### config.mk
export PLATFORM = sky130hd
export DESIGN_NAME = pid_sample_sequencer
export DESIGN_NICKNAME = d
export VERILOG_FILES = /design/src/rtl/pid_pkg.sv /design/src/rtl/pid_period_timer.sv /design/src/rtl/pid_sample_sequencer.sv
export SDC_FILE = /design/constraint.sdc
export NUM_CORES = 1
export LEC_CHECK = 0
export BUFFER_PORTS_ARGS = -buffer_cell sky130_fd_sc_hd__clkbuf_2
export CORE_UTILIZATION = 55
export CTS_BUF_LIST = sky130_fd_sc_hd__clkbuf_4 sky130_fd_sc_hd__clkbuf_8
export DETAILED_ROUTE_END_ITERATION = 10
export MAX_ROUTING_LAYER = met4
export PLACE_DENSITY = 0.79
export SKIP_LAST_GASP = 1
export SLEW_MARGIN = 25
export SYNTH_ARGS = -nofsm -noshare
export SYNTH_HDL_FRONTEND = slang
export SYNTH_SLANG_ARGS = --single-unit
### constraint.sdc
create_clock -name clk -period 2.52 [get_ports clk]
set_input_delay 0.126 -clock clk [delete_from_list [all_inputs] [get_ports clk]]
set_output_delay 0.126 -clock clk [all_outputs]
set_load 0.005 [all_outputs]
### src/rtl/pid_pkg.sv
// pid_pkg: sequencer state encodings and config word field offsets shared with the top level
package pid_pkg;
  localparam logic [1:0] SEQ_IDLE = 2'd0;
  localparam logic [1:0] SEQ_READ = 2'd1;
  localparam logic [1:0] SEQ_COMPUTE = 2'd2;
  localparam int CFG_SP_OFF = 20;
  localparam int CFG_KP_OFF = 15;
  localparam int CFG_KI_OFF = 10;
  localparam int CFG_KD_OFF = 5;
  localparam int CFG_PER_OFF = 0;
endpackage

### src/rtl/pid_period_timer.sv
// pid_period_timer: reloadable down-counter, ticks when it reaches zero and reloads on that edge
module pid_period_timer #(
  parameter int W = 12
) (
  input  logic         clk,
  input  logic         reset,
  input  logic [W-1:0] period,
  output logic         tick
);
  logic [W-1:0] count;
  assign tick = count == '0;
  // count down, reload period on tick or reset
  always_ff @(posedge clk)
    count <= (reset || tick) ? period : count - 1'b1;
endmodule

### src/rtl/pid_sample_sequencer.sv
// pid_sample_sequencer: tick -> PV read -> PID strobe -> output strobe, with double-buffered config (PID_SEQ_TIMEOUT_EN adds a READ abort)
module pid_sample_sequencer
  import pid_pkg::*;
#(
  parameter int PERIOD_BITS = 12,
  parameter int CFG_BITS = 28,
  parameter logic [CFG_BITS-1:0] CFG_RESET = 28'h0,
  parameter int PID_LAT = 2,
  parameter int TIMEOUT = 16
) (
  input  logic                   clk,
  input  logic                   reset,
  input  logic [PERIOD_BITS-1:0] period,
  input  logic [CFG_BITS-1:0]    cfg_in,
  input  logic                   cfg_valid,
  output logic [CFG_BITS-1:0]    cfg_active,
  output logic                   pv_start,
  input  logic                   pv_done,
  output logic                   pid_stb,
  output logic                   out_stb,
  output logic                   overrun,
  output logic                   timeout,
  output logic [1:0]             seq_state
);
  localparam int LW = $clog2(PID_LAT + 1);
  logic tick;
  logic expire;
  logic [1:0] state;
  logic [LW-1:0] lat;
  logic [CFG_BITS-1:0] pending;
  logic pend_flag;
  pid_period_timer #(.W(PERIOD_BITS)) u_timer (.clk, .reset, .period, .tick);
  assign seq_state = state;
`ifdef PID_SEQ_TIMEOUT_EN
  localparam int TW = $clog2(TIMEOUT + 1);
  logic [TW-1:0] rd_cnt;
  assign expire = state == SEQ_READ && !pv_done && rd_cnt == TW'(TIMEOUT - 1);
  // count READ cycles; a read that never completes raises the sticky timeout
  always_ff @(posedge clk)
    if (reset) begin
      rd_cnt <= '0;
      timeout <= 1'b0;
    end else begin
      rd_cnt <= state == SEQ_READ ? rd_cnt + 1'b1 : '0;
      if (expire) timeout <= 1'b1;
    end
`else
  assign expire = 1'b0;
  assign timeout = 1'b0;
`endif
  // sequencer FSM, pulse generation and config shadow commit at the sample boundary
  always_ff @(posedge clk)
    if (reset) begin
      state <= SEQ_IDLE;
      pv_start <= 1'b0;
      pid_stb <= 1'b0;
      out_stb <= 1'b0;
      overrun <= 1'b0;
      cfg_active <= CFG_RESET;
      pending <= CFG_RESET;
      pend_flag <= 1'b0;
      lat <= '0;
    end else begin
      pv_start <= 1'b0;
      pid_stb <= 1'b0;
      out_stb <= 1'b0;
      if (cfg_valid) begin
        pending <= cfg_in;
        pend_flag <= 1'b1;
      end
      if (tick && state != SEQ_IDLE) overrun <= 1'b1;
      case (state)
        SEQ_IDLE:
          if (tick) begin
            state <= SEQ_READ;
            pv_start <= 1'b1;
            if (cfg_valid || pend_flag) begin
              cfg_active <= cfg_valid ? cfg_in : pending;
              pend_flag <= 1'b0;
            end
          end
        SEQ_READ:
          if (pv_done) begin
            state <= SEQ_COMPUTE;
            pid_stb <= 1'b1;
            lat <= LW'(PID_LAT);
          end else if (expire) state <= SEQ_IDLE;
        default: begin
          lat <= lat - 1'b1;
          if (lat == LW'(1)) begin
            state <= SEQ_IDLE;
            out_stb <= 1'b1;
          end
        end
      endcase
    end
endmodule

### Yosys cells after proc, flatten, opt, wreduce, memory -nomap -nowiden

Index checks and enable logic that the tools add are counted.

| storage, ports and cells | value |
|---|---|
| output and inout bits | 35 |
| logic and storage cells | 45 |
| bits in registers | 77 |

| operators by class | value |
|---|---|
| equal/unequal tests | 4 |
| reductions and logical operators | 13 |
| add/sub/neg operators | 2 |
| multiplexer cells | 14 |
| bitwise operators | 2 |

Operators by type and width:

| kind | count |
|---|---|
| $mux 28 | 1 |
| $logic_not 12->1 | 1 |
| $mux 12 | 1 |
| $sub 12x1->12 const B | 1 |
| $pmux 2 s2 | 2 |
| $mux 1 | 7 |
| $mux 2 | 3 |
| $reduce_and 3->1 | 2 |
| $eq 2x1->1 const B | 2 |
| $ne 2x2->1 const B | 2 |
| $reduce_or 2->1 | 2 |
| $reduce_bool 3->1 | 1 |
| $reduce_or 3->1 | 1 |
| $logic_not 2->1 | 1 |
| $logic_or 1x1->1 | 2 |
| $not 1->1 | 2 |
| $reduce_and 2->1 | 1 |
| $reduce_bool 2->1 | 1 |
| $sub 2x1->2 const B | 1 |
| $logic_and 1x1->1 | 1 |

### Depth between registers and ports, before layout

| depth | value |
|---|---|
| depth in word-level cells | 4 |
| mapped depth | 8 |
| gate-level depth less buffers | 6 |

### By module

From an unflattened synthesis, not the netlist that was laid out.

| second synthesis, totals | value |
|---|---|
| cells, all modules | 287 |
| area, all modules | 3133.0 µm² |

By module, submodules not included:

| module | sequential area each (µm²) | cells an instance | area each (µm²) | times used |
|---|---|---|---|---|
| pid_sample_sequencer | 1301.2 | 217 | 2519.9 | 1 |
| pid_period_timer | 240.2 | 70 | 613.1 | 1 |

### Worst setup path after synthesis

No wires, ideal clock.

| path | value |
|---|---|
| kind | reg2reg |
| start | register u_timer.count[0] |
| end | register cfg_active[10] |
| path buffers | 2 |
| stages on the path, launching flop included | 9 |
| path slack | 0.501 ns |
| arrival time | 1.898 ns |
| cell sequence | dfxtp_1 -> inv_1 -> ha_1 -> nor2b_1 -> nand4_2 -> or4_4 -> buf_6 -> buf_12 -> mux2_4 |

| on the way | value |
|---|---|
| cells in the longest elaborated chain, start to end | 2 |

Ends and longest elaborated chain:

| item | RTL line | source |
|---|---|---|
| start: declaration | pid_period_timer.sv:10 | `logic [W-1:0] count;` |
| start signal: assignment | pid_period_timer.sv:14 | `count <= (reset \|\| tick) ? period : count - 1'b1;` |
| $logic_not 12->1 | pid_period_timer.sv:11 | `assign tick = count == '0;` |
| $reduce_and 3->1 (no source line) | - |  |
| end signal: assignment | pid_sample_sequencer.sv:78 | `cfg_active <= cfg_valid ? cfg_in : pending;` |
| end: declaration | pid_sample_sequencer.sv:16 | `output logic [CFG_BITS-1:0] cfg_active,` |

No other way between the ends.
A chain may end at the register's enable or synchronous reset.

### Worst setup path in the final report

| path | value |
|---|---|
| start | register u_timer.count[0] |
| end | register cfg_active[9] |

Same word-level chain as after synthesis.

==> summary.txt <==
Detailed routing
  – # DRC: 0
  – WL met1: 2600 um
  – DR WL met3: 316 um
  – Post-Route WL: 5620 um
  – Vias per std cell: 4.92
  – Top routing layer in use: met4
  – Wire per inst: 12.8 um
  – Detailed-route via count: 2,166
  – ANT nets after route: 0
  – Initial DRC count: 78
  – DR pass1 iterations: 4
  – DR WL met2: 2610 um

Clocking
  – Root buffer cell: clkbuf_8
  – Number of buffers created by CTS: 9
  – H-Tree Depth: 3
  – Clk sink count: 77
  – Clk_lat worst skew: 0.34 ns
  – CTS tree: built
  – Clk pin slew, worst setup/hold paths: 0.07 ns
  – # Post-CTS Setup Buffers: 0
  – Deepest clock path buffer count: 2

Worst setup path
  – Crit. End Element: flip-flop
  – Number of stages on the worst setup path: 6
  – CP Class: reg2reg
  – Crit path cell chain: inv_1 > ha_1 > nor2b_1 > nand4_2 > or4_4 > mux2_4
  – CP bufs+invs: 1
  – Startpoint Class: flip-flop
  – Slowest stage delay, CP: 0.76 ns
  – Critical path arrival: 2.42 ns
  – Critical path's slowest cell: or4_4
  – Reg2Reg Depth: 6
  – Cell family with most CP delay: simple AND/OR/NAND/NOR gates
  – Crit-path max FO: 28
  – CP required: 2.75 ns

Finish
  – Layout Nets: 411
  – P&R area growth vs syn: 20.0%
  – Fillers: 436
  – Layout cells sized above 1: 36.1%
  – Final core occ: 68.3%
  – Ant. Diodes: 0
  – Cell area after layout: 3760 um2

Global route
  – Largest net degree at the start of global routing: 36
  – Global-route wire length before repair: 9450 um
  – GRT overflow: 0
  – GR Util All Layers: 20.9%
  – Initial antenna violation count: 0
  – Vias in the first global route: 2,082

Timing
  – Endpoints failing setup: 0
  – Max Freq: 457 MHz
  – Pins over their slew limit: 0
  – Final min period: 2.19 ns
  – Unrepaired setup endpoints after global routing: false
  – Final hold viol count: 0
  – Total Neg Setup Slack: 0 ns
  – Final period utilization: 86.9%
  – Max Clock Skew: 0.00846 ns

Run status
  – Status: finished clean

Logic synthesis
  – Top-area cell type share of the netlist area: 49.2%
  – Sequential area share after synthesis: 49.2%
  – Syn_nets: 334
  – Syn Inst Count: 287
  – Post-synth top area cell: dfxtp_1
  – Synth Flop Type: dfxtp_1
  – Post-synth EDFFs: 0
  – Ys Warns: 0
  – FFs w/ async S/R, synth: 0%
  – Distinct cells, synth: 36
  – Most area-consuming cells after synthesis: dfxtp_1 (49%), mux2_4 (9.6%), mux2i_1 (9.6%), nor2_1 (5.9%), nor2b_1 (5.8%)
  – Seq cells post-synth: 77
  – Avg Cell Area, Syn: 10.9 um2
  – Mapped Area: 3140 um2

Placement
  – RePlAce Congestion: 0.755
  – I/O Buffers: 77
  – Hpwl dp: 3770 um
  – Placed instance area: 3540 um2

Floorplan
  – Row Count: 27
  – Die area: 6010 um2
  – Die width: 77.5 um
  – Core Area: 5510 um2
  – IO Count: 79
  – Die H: 77.5 um
  – Initial Utilization: 56.9%

Flow run
  – Max-Cap Viols: 0

Min path
  – HP Class: in2reg
  – Depth of the worst hold-timing path: 3

Pwr
  – Leak Pwr: 1.82 nW
  – PwrDens: 660 nW/um2
  – Maximum VDD drop: 0.346 mV
==> Yosys cell counts, types with 2 or more instances <==
library cell  number
a21oi_1           12
buf_12             2
buf_2              2
clkbuf_1          10
dfxtp_1           77
ha_1               3
inv_1              4
mux2_2            10
mux2_4            20
mux2i_1           30
nand2_1            3
nand3_1            3
nor2_1            49
nor2b_1           29
nor3_1             2
nor3_4             3
nor3b_1            2
xnor2_1            3
xor2_1             6
==> metal layers <==
layer | up-vias | GRT usage [%]
li1 | 1118 | -
met1 | 972 | 24.8
met2 | 62 | 32.2
met3 | 14 | 6.59
met4 | 0 | 9.62
met5 | - | -
==> state kept, by name, summed over array words and instances (netlist names), 2 cells and up <==
name	flops
seq_state	2
cfg_active	28
lat	2
u_timer.count	12
pending	28
==> final timing paths <==
| path | from | to | slack (ns) |
|---|---|---|---|
| worst min register to register | pending[1]$_SDFF_PP0_ | pending[1]$_SDFF_PP0_ | 0.51 |
| worst min-delay path | period[2] | u_timer.count[2]$_DFF_P_ | 0.02 |
| worst max-delay path | u_timer.count[0]$_DFF_P_ | cfg_active[9]$_SDFFE_PP0P_ | 0.33 |
| worst max register to register | u_timer.count[0]$_DFF_P_ | cfg_active[9]$_SDFFE_PP0P_ | 0.33 |
==> layout by cell type (no fill, tap or decap), types with 2 or more instances in the layout <==
cell | Yosys | routed
clkinv_2 | 0 | 3
xnor2_1 | 3 | 3
nand3_1 | 3 | 3
nand2_1 | 3 | 3
clkbuf_2 | 0 | 77
mux2i_1 | 30 | 30
inv_1 | 4 | 4
ha_1 | 3 | 3
xor2_1 | 6 | 6
nor3_1 | 2 | 2
buf_4 | 1 | 5
nor3b_1 | 2 | 2
bufinv_16 | 0 | 2
mux2_2 | 10 | 10
nor2b_1 | 29 | 29
a21oi_1 | 12 | 12
clkbuf_8 | 0 | 10
mux2_4 | 20 | 20
nor3_4 | 3 | 3
dfxtp_1 | 77 | 77
nor2_1 | 49 | 49
==> worst min-delay path, stage by stage <==
cell	delay (ns)
clkbuf_2	0.07
nor2_1	0.03
a21oi_1	0.09
==> area by class of cell <==
cell class / instances / area [um2] / share of cell area [%]
multi-input combinational: 189 / 1470 / 39.1
clock inverter: 5 / 75.1 / 2.00
inverter: 4 / 15.0 / 0.399
sequential: 77 / 1540 / 41.0
timing repair buffer: 83 / 433 / 11.5
tap: 72 / 90.1 / 2.40
clock buffer: 10 / 138 / 3.66
==> per-stage QoR <==
stage	power, W	instances	hold slack (ns)	setup slack, ns
after global placement	0.00151	424	0.361	0.406
after floorplan	0.00145	287	0.271	0.501
after global routing	0.00259	440	0.0259	0.188
after CTS	0.00250	440	0.0122	0.324
after detailed placement	0.00151	424	0.356	0.333
final	0.00248	440	0.0188	0.330
==> cell families after synthesis <==
logic type / share of synthesized area [%]
simple gates: 17.0
other cells: 0.120
fa+ha+maj: 1.20
buf+inv: 3.99
flops: 49.2
mux: 22.7
compound gates: 3.23
xor+xnor: 2.51
==> repair_timing <==
item,CTS,global route
hold buffers,1,0
hold endpoints to repair,1,0
resized for setup,0,0
==> power by group <==
group / total (W) / internal, W / leakage [nW] / switching, W
registers: 0.00130 / 0.00127 / 0.631 / 0.0000356
logic: 0.000186 / 0.0000904 / 1.07 / 0.0000955
clock network: 0.000994 / 0.000574 / 0.112 / 0.000420
Power figures use the tool's default switching activity.
